--- src/rtl/phase_launcher_pkg.sv ---
// phase_launcher_pkg: shared state encoding and default widths for the phase launcher.
package phase_launcher_pkg;
  localparam int PHASE_W_DEF = 8;
  localparam int TIMEOUT_W_DEF = 16;
  typedef enum logic [1:0] {
    LS_IDLE  = 2'd0,
    LS_START = 2'd1,
    LS_WAIT  = 2'd2,
    LS_DONE  = 2'd3
  } launch_state_t;
endpackage

--- src/rtl/phase_launcher_if.sv ---
// phase_launcher_if: launch handshake and core array signals; master is host/cores, slave is the launcher.
interface phase_launcher_if
  import phase_launcher_pkg::*;
#(
  parameter int NUM_CORES = 1,
  parameter int PHASE_W = PHASE_W_DEF
);
  logic launch_valid;
  logic launch_ready;
  logic [PHASE_W-1:0] launch_phases;
  logic [NUM_CORES-1:0] launch_mask;
  logic [NUM_CORES-1:0] core_start;
  logic [PHASE_W-1:0] core_phase;
  logic [NUM_CORES-1:0] core_done;
  logic busy;
  logic kernel_done;
  logic timeout_err;
  modport master (
    output launch_valid, launch_phases, launch_mask, core_done,
    input  launch_ready, core_start, core_phase, busy, kernel_done, timeout_err
  );
  modport slave (
    input  launch_valid, launch_phases, launch_mask, core_done,
    output launch_ready, core_start, core_phase, busy, kernel_done, timeout_err
  );
endinterface

--- src/rtl/phase_launcher_done_collector.sv ---
// done_collector: per-phase completion barrier, masked OR-accumulate with full-compare flag.
module done_collector #(
  parameter int NUM_CORES = 1
) (
  input  logic clk,
  input  logic rst,
  input  logic clr,
  input  logic en,
  input  logic [NUM_CORES-1:0] mask,
  input  logic [NUM_CORES-1:0] done,
  output logic full
);
  logic [NUM_CORES-1:0] acc;
  always_ff @(posedge clk)
    if (rst || clr) acc <= '0;
    else if (en) acc <= acc | (done & mask);
  assign full = acc == mask;
endmodule

--- src/rtl/phase_launcher.sv ---
// phase_launcher: kernel phase sequencer with per-phase core barrier.
// Optional per-phase watchdog enabled by PHASE_LAUNCHER_TIMEOUT_EN.
module phase_launcher
  import phase_launcher_pkg::*;
#(
  parameter int NUM_CORES = 1,
  parameter int PHASE_W = PHASE_W_DEF
`ifdef PHASE_LAUNCHER_TIMEOUT_EN
  ,
  parameter int TIMEOUT_W = TIMEOUT_W_DEF
`endif
) (
  input logic clk,
  input logic rst,
  phase_launcher_if.slave bus
);
  launch_state_t state;
  logic [NUM_CORES-1:0] mask_q;
  logic [PHASE_W-1:0] phases_q, phase_q, last;
  logic accept, full, expire;
  assign accept = state == LS_IDLE && bus.launch_valid;
  assign last = phases_q - PHASE_W'(1);
  done_collector #(.NUM_CORES(NUM_CORES)) u_done (
    .clk(clk),
    .rst(rst),
    .clr(state == LS_START),
    .en(state == LS_WAIT),
    .mask(mask_q),
    .done(bus.core_done),
    .full(full)
  );
  always_ff @(posedge clk)
    if (rst) begin
      state <= LS_IDLE;
      mask_q <= '0;
      phases_q <= '0;
      phase_q <= '0;
    end else
      case (state)
        LS_IDLE:
          if (bus.launch_valid) begin
            mask_q <= bus.launch_mask;
            phases_q <= bus.launch_phases;
            phase_q <= '0;
            state <= bus.launch_phases == '0 ? LS_DONE : LS_START;
          end
        LS_START: state <= LS_WAIT;
        LS_WAIT:
          if (full) begin
            // Check against the last index before incrementing so a full-range count never wraps.
            if (phase_q == last) state <= LS_DONE;
            else begin
              phase_q <= phase_q + PHASE_W'(1);
              state <= LS_START;
            end
          end else if (expire) state <= LS_DONE;
        default: state <= LS_IDLE;
      endcase
`ifdef PHASE_LAUNCHER_TIMEOUT_EN
  localparam logic [TIMEOUT_W-1:0] WD_LAST = {{(TIMEOUT_W-1){1'b1}}, 1'b0};
  logic [TIMEOUT_W-1:0] wd;
  logic terr;
  always_ff @(posedge clk)
    if (rst || state == LS_START) wd <= '0;
    else if (state == LS_WAIT && wd != '1) wd <= wd + TIMEOUT_W'(1);
  // Expire on the WAIT cycle whose count step lands on saturation.
  assign expire = state == LS_WAIT && !full && wd == WD_LAST;
  always_ff @(posedge clk)
    if (rst || accept) terr <= 1'b0;
    else if (expire) terr <= 1'b1;
  assign bus.timeout_err = terr;
`else
  assign expire = 1'b0;
  assign bus.timeout_err = 1'b0;
`endif
  assign bus.launch_ready = state == LS_IDLE;
  assign bus.core_start = state == LS_START ? mask_q : '0;
  assign bus.core_phase = phase_q;
  assign bus.busy = state != LS_IDLE;
  assign bus.kernel_done = state == LS_DONE;
endmodule

--- src/flat_wrapper.sv ---
// flat-port wrapper written by rule: the top's interface ports become plain ports
module phase_launcher_flat import phase_launcher_pkg::*;
#(
  parameter int NUM_CORES = 1,
  parameter int PHASE_W = PHASE_W_DEF

)
  (clk, rst, bus_launch_valid, bus_launch_phases, bus_launch_mask, bus_core_done, bus_launch_ready, bus_core_start, bus_core_phase, bus_busy, bus_kernel_done, bus_timeout_err);
  phase_launcher_if #(.NUM_CORES(NUM_CORES), .PHASE_W(PHASE_W)) bus_i ();
  input logic clk;
  input logic rst;
  input wire logic [$bits(bus_i.launch_valid)-1:0] bus_launch_valid;
  input wire logic [$bits(bus_i.launch_phases)-1:0] bus_launch_phases;
  input wire logic [$bits(bus_i.launch_mask)-1:0] bus_launch_mask;
  input wire logic [$bits(bus_i.core_done)-1:0] bus_core_done;
  output wire logic [$bits(bus_i.launch_ready)-1:0] bus_launch_ready;
  output wire logic [$bits(bus_i.core_start)-1:0] bus_core_start;
  output wire logic [$bits(bus_i.core_phase)-1:0] bus_core_phase;
  output wire logic [$bits(bus_i.busy)-1:0] bus_busy;
  output wire logic [$bits(bus_i.kernel_done)-1:0] bus_kernel_done;
  output wire logic [$bits(bus_i.timeout_err)-1:0] bus_timeout_err;
  assign bus_i.launch_valid = bus_launch_valid;
  assign bus_i.launch_phases = bus_launch_phases;
  assign bus_i.launch_mask = bus_launch_mask;
  assign bus_i.core_done = bus_core_done;
  assign bus_launch_ready = bus_i.launch_ready;
  assign bus_core_start = bus_i.core_start;
  assign bus_core_phase = bus_i.core_phase;
  assign bus_busy = bus_i.busy;
  assign bus_kernel_done = bus_i.kernel_done;
  assign bus_timeout_err = bus_i.timeout_err;
  phase_launcher #(.NUM_CORES(NUM_CORES), .PHASE_W(PHASE_W)) u_core (.clk(clk), .rst(rst), .bus(bus_i));
endmodule
--- config.mk ---
export PLATFORM = sky130hd
export DESIGN_NAME = phase_launcher_flat
export DESIGN_NICKNAME = d
export VERILOG_FILES = /design/src/rtl/phase_launcher_pkg.sv /design/src/rtl/phase_launcher_if.sv /design/src/rtl/phase_launcher_done_collector.sv /design/src/rtl/phase_launcher.sv /design/src/flat_wrapper.sv
export SDC_FILE = /design/constraint.sdc
export NUM_CORES = 1
export LEC_CHECK = 0
export BUFFER_PORTS_ARGS = -buffer_cell sky130_fd_sc_hd__buf_2
export CAP_MARGIN = 5
export CORE_MARGIN = 5
export CORE_UTILIZATION = 53
export DETAILED_ROUTE_END_ITERATION = 10
export PLACE_DENSITY = 0.78
export SKIP_LAST_GASP = 1
export SLEW_MARGIN = 20
export SYNTH_ARGS = -nofsm -noshare
export SYNTH_HDL_FRONTEND = slang
export SYNTH_SLANG_ARGS = --single-unit
--- constraint.sdc ---
create_clock -name clk -period 2.43 [get_ports clk]
set_input_delay 0.1215 -clock clk [delete_from_list [all_inputs] [get_ports clk]]
set_output_delay 0.1215 -clock clk [all_outputs]
set_load 0.01 [all_outputs]
==> metrics.md <==
| Metric | Value |
|---|---|
| Core Rows | `17` |
| Simple-Gate Fraction of Synth Area | `31.13%` |
| Vias/cell | `5.717` |
| Area growth syn-to-layout | `14.83%` |
| Die W | `57.38 µm` |
| CTS root buf | `clkbuf_4` |
| Critical-path maximum fanout | `17` |
| EDFF count, synth | `0` |
| Die height | `57.38 µm` |
| CTS sink count | `20` |
| TritonCTS clock tree | `built` |
| Net Sw Power | `0.2059 mW` |
| Adder-cell share of the synthesized area | `2.103%` |
| Vias | `1172` |
| ANT cells | `0` |
| Share of cells above drive strength 1 | `19.77%` |
| Mapped cell area | `0.001190 mm²` |
| Flops & latches, synth | `20` |
| CTS buffer count | `3` |
| Status | `completed` |
| Skew-Pair Late Insertion Delay | `310 ps` |
| Largest family of logic cells by synthesized area | `simple AND/OR/NAND/NOR gates` |
| Cell variety after synth | `38` |
| CP max stage delay | `460 ps` |
| Final period utilization | `96.95%` |
| Pwr Density | `509.9 mW/mm²` |
| DRT Pass-1 Iters | `4` |
| Placed Cells | `200` |
| Yosys top cell by area | `dfxtp_1` |
| Hold Violations, Final | `0` |
| Finished Layout Cells | `205` |
| WL/cell | `12.64 µm` |
| Internal power | `0.4908 mW` |
| Detailed placement HPWL | `2.006 mm` |
| CP Capture Type | `flip-flop` |
| Setup TNS | `0 ps` |
| Ranking of synthesized cells by area | `dfxtp_1 (34%), a21oi_1 (9.3%), nand2_1 (7.9%)` |
| Synth cell count leaders | `nand2_1 (25), a21oi_1 (22), dfxtp_1 (20)` |
| Initial antenna violation count | `0` |
| Maximum clock rate | `424.5 MHz` |
| First-pass GRT wire length | `4.416 mm` |
| Die area | `0.003292 mm²` |
| Post-Syn Area per Cell | `7.727 µm²` |
| Pleak | `0.5663 nW` |
| Critical Path RT | `2680 ps` |
| Placer congestion estimate | `0.8844` |
| Sw frac | `29.55%` |
| Final wirelength | `2.592 mm` |
| DR iter-0 viols | `21` |
| Largest net degree at the start of global routing | `18` |
| Worst EP arrival | `2610 ps` |
| Syn Nets | `169` |
| I/O pins | `26` |
| Comb pwr share | `19.4%` |
| Clock skew | `7.784 ps` |
| Placed Area | `0.001309 mm²` |
| Sequential group share of total power | `52.4%` |
| Critical path, cell by cell | `inv_1, ha_1, xnor2_1, and4_1, a41oi_1, a211oi_4, buf_12, or4_1, a21oi_1` |
| Synth Area in XOR/XNOR | `6.625%` |
| CP Class | `flip-flop to flip-flop` |
| Fin. max-slew vios | `0` |
| Total global routing track utilization | `16.71%` |
| Worst hold path type | `input port to flip-flop` |
| Ys flop type | `dfxtp_1` |
| Critical path startpoint category | `flip-flop` |
| Final hold slack | `43.91 ps` |
| Ys async rst share | `0%` |
| Top-count cell post-synth | `nand2_1` |
| Vias in the first global route | `1073` |
| Synthesis Warnings | `0` |
| # nets final | `193` |
| Core ar. | `0.002170 mm²` |
| GRT Residual Overflow | `0` |
| Setup WS post-layout | `74.06 ps` |
| Register area | `401.6 µm²` |
| DRC | `0` |
| Clock Tree Buf Depth | `2` |
| Final ANT Viol Nets | `0` |
| Worst IR drop on VDD | `0.0003609 V` |
| Total Power | `0.6967 mW` |
| Post-synth top area share | `33.65%` |
| Compound-Gate Fraction of Synth Area | `21.24%` |
| Final instance area | `0.001366 mm²` |
| Final Setup Violations | `0` |
| Tmin final | `2356 ps` |
| Max Cap Violations | `0` |
| Fill count | `206` |
| Register area share after synthesis | `33.65%` |
| CTS clk-pin slew, worst paths | `120 ps` |
| Initial Util | `54.84%` |
| Syn Inst Count | `154` |
| Final core utilization | `62.98%` |
| Slowest cell on crit path | `or4_1` |
| H-tree depth | `1` |
| Clock power share | `28.2%` |
| Worst slack at placement | `125.6 ps` |
| Mux contribution to synthesized area | `0%` |
| Port bufs | `24` |
| Multi-input logic area | `730.7 µm²` |
## logic make-up after synthesis
family                     count (synthesis)
DFF                                       20
other                                      1
AOI/OAI and AO/OA                         42
buffers and inverters                     12
and+or+nand+nor                           68
xor gates and xnor gates                   9
adders and majority gates                  2
## worst max-delay path: cells and delay by family (launching register included)
family	cells	cell delay, ps
buffers and inverters	2	240
adder cells (fa/ha/maj)	1	280
XOR/XNOR	1	160
AND/OR/NAND/NOR	2	660
AO/OA/AOI/OAI	3	540
flip-flops	1	430
## registers in the layout, indices dropped and copies added (netlist names)
signal	count
u_core.bus.core_phase	8
u_core.mask_q	1
u_core.phases_q	8
u_core.state	2
u_core.u_done.acc	1
## per-layer routing
layer | track usage (%) | up-vias | wire length (µm)
met5 | 0 | - | 0
met4 | 7.947 | 0 | 47
met3 | 3.167 | 5 | 117
met2 | 29.68 | 28 | 1276
met1 | 18.96 | 546 | 1150
li1 | - | 593 | -
## power groups by stage
stage	clock, mW	sequential, mW	combinational, mW
floorplan	0	0.365	0.105
global placement	0	0.371	0.130
detailed placement	0	0.372	0.135
CTS	0.201	0.364	0.136
global route	0.216	0.369	0.154
finish	0.197	0.365	0.135
## area by class of cell
class | instances | share of cell area (%)
multi-input cells | 122 | 53.48
clock buffers | 4 | 2.656
flip-flops and latches | 20 | 29.40
inverters | 6 | 1.648
well taps | 28 | 2.564
repair buffers | 25 | 10.26
## worst paths after layout
path	from	endpoint	slack, ps	cells after the start
setup reg to reg	u_core.phases_q[1]	u_core.bus.core_phase[0]	70	9
hold / removal	bus_launch_mask	u_core.mask_q	40	3
setup / recovery	u_core.phases_q[1]	u_core.bus.core_phase[0]	70	9
hold reg to reg	u_core.phases_q[7]	u_core.phases_q[7]	480	2
## timing repair
item                                   4_1_cts  5_1_grt
hold buffers                                 0        0
setup buffers                                0        1
gates resized for setup                      0        1
endpoints found under the hold margin        0        0
setup endpoints to repair                    0        9
## placed cells by master, fill, tap and decap left out, types with 2 or more instances in the layout
master,n
nor2_1,7
clkbuf_4,3
nand2b_1,5
o21ai_0,4
inv_1,5
o21ai_1,8
xor2_1,5
or4_1,3
buf_2,24
a21oi_1,22
nand2_1,25
ha_1,2
xnor2_1,4
nor3_1,4
and3_1,4
or3_1,6
nand4_1,7
dfxtp_1,19
Power figures use the tool's default switching activity.
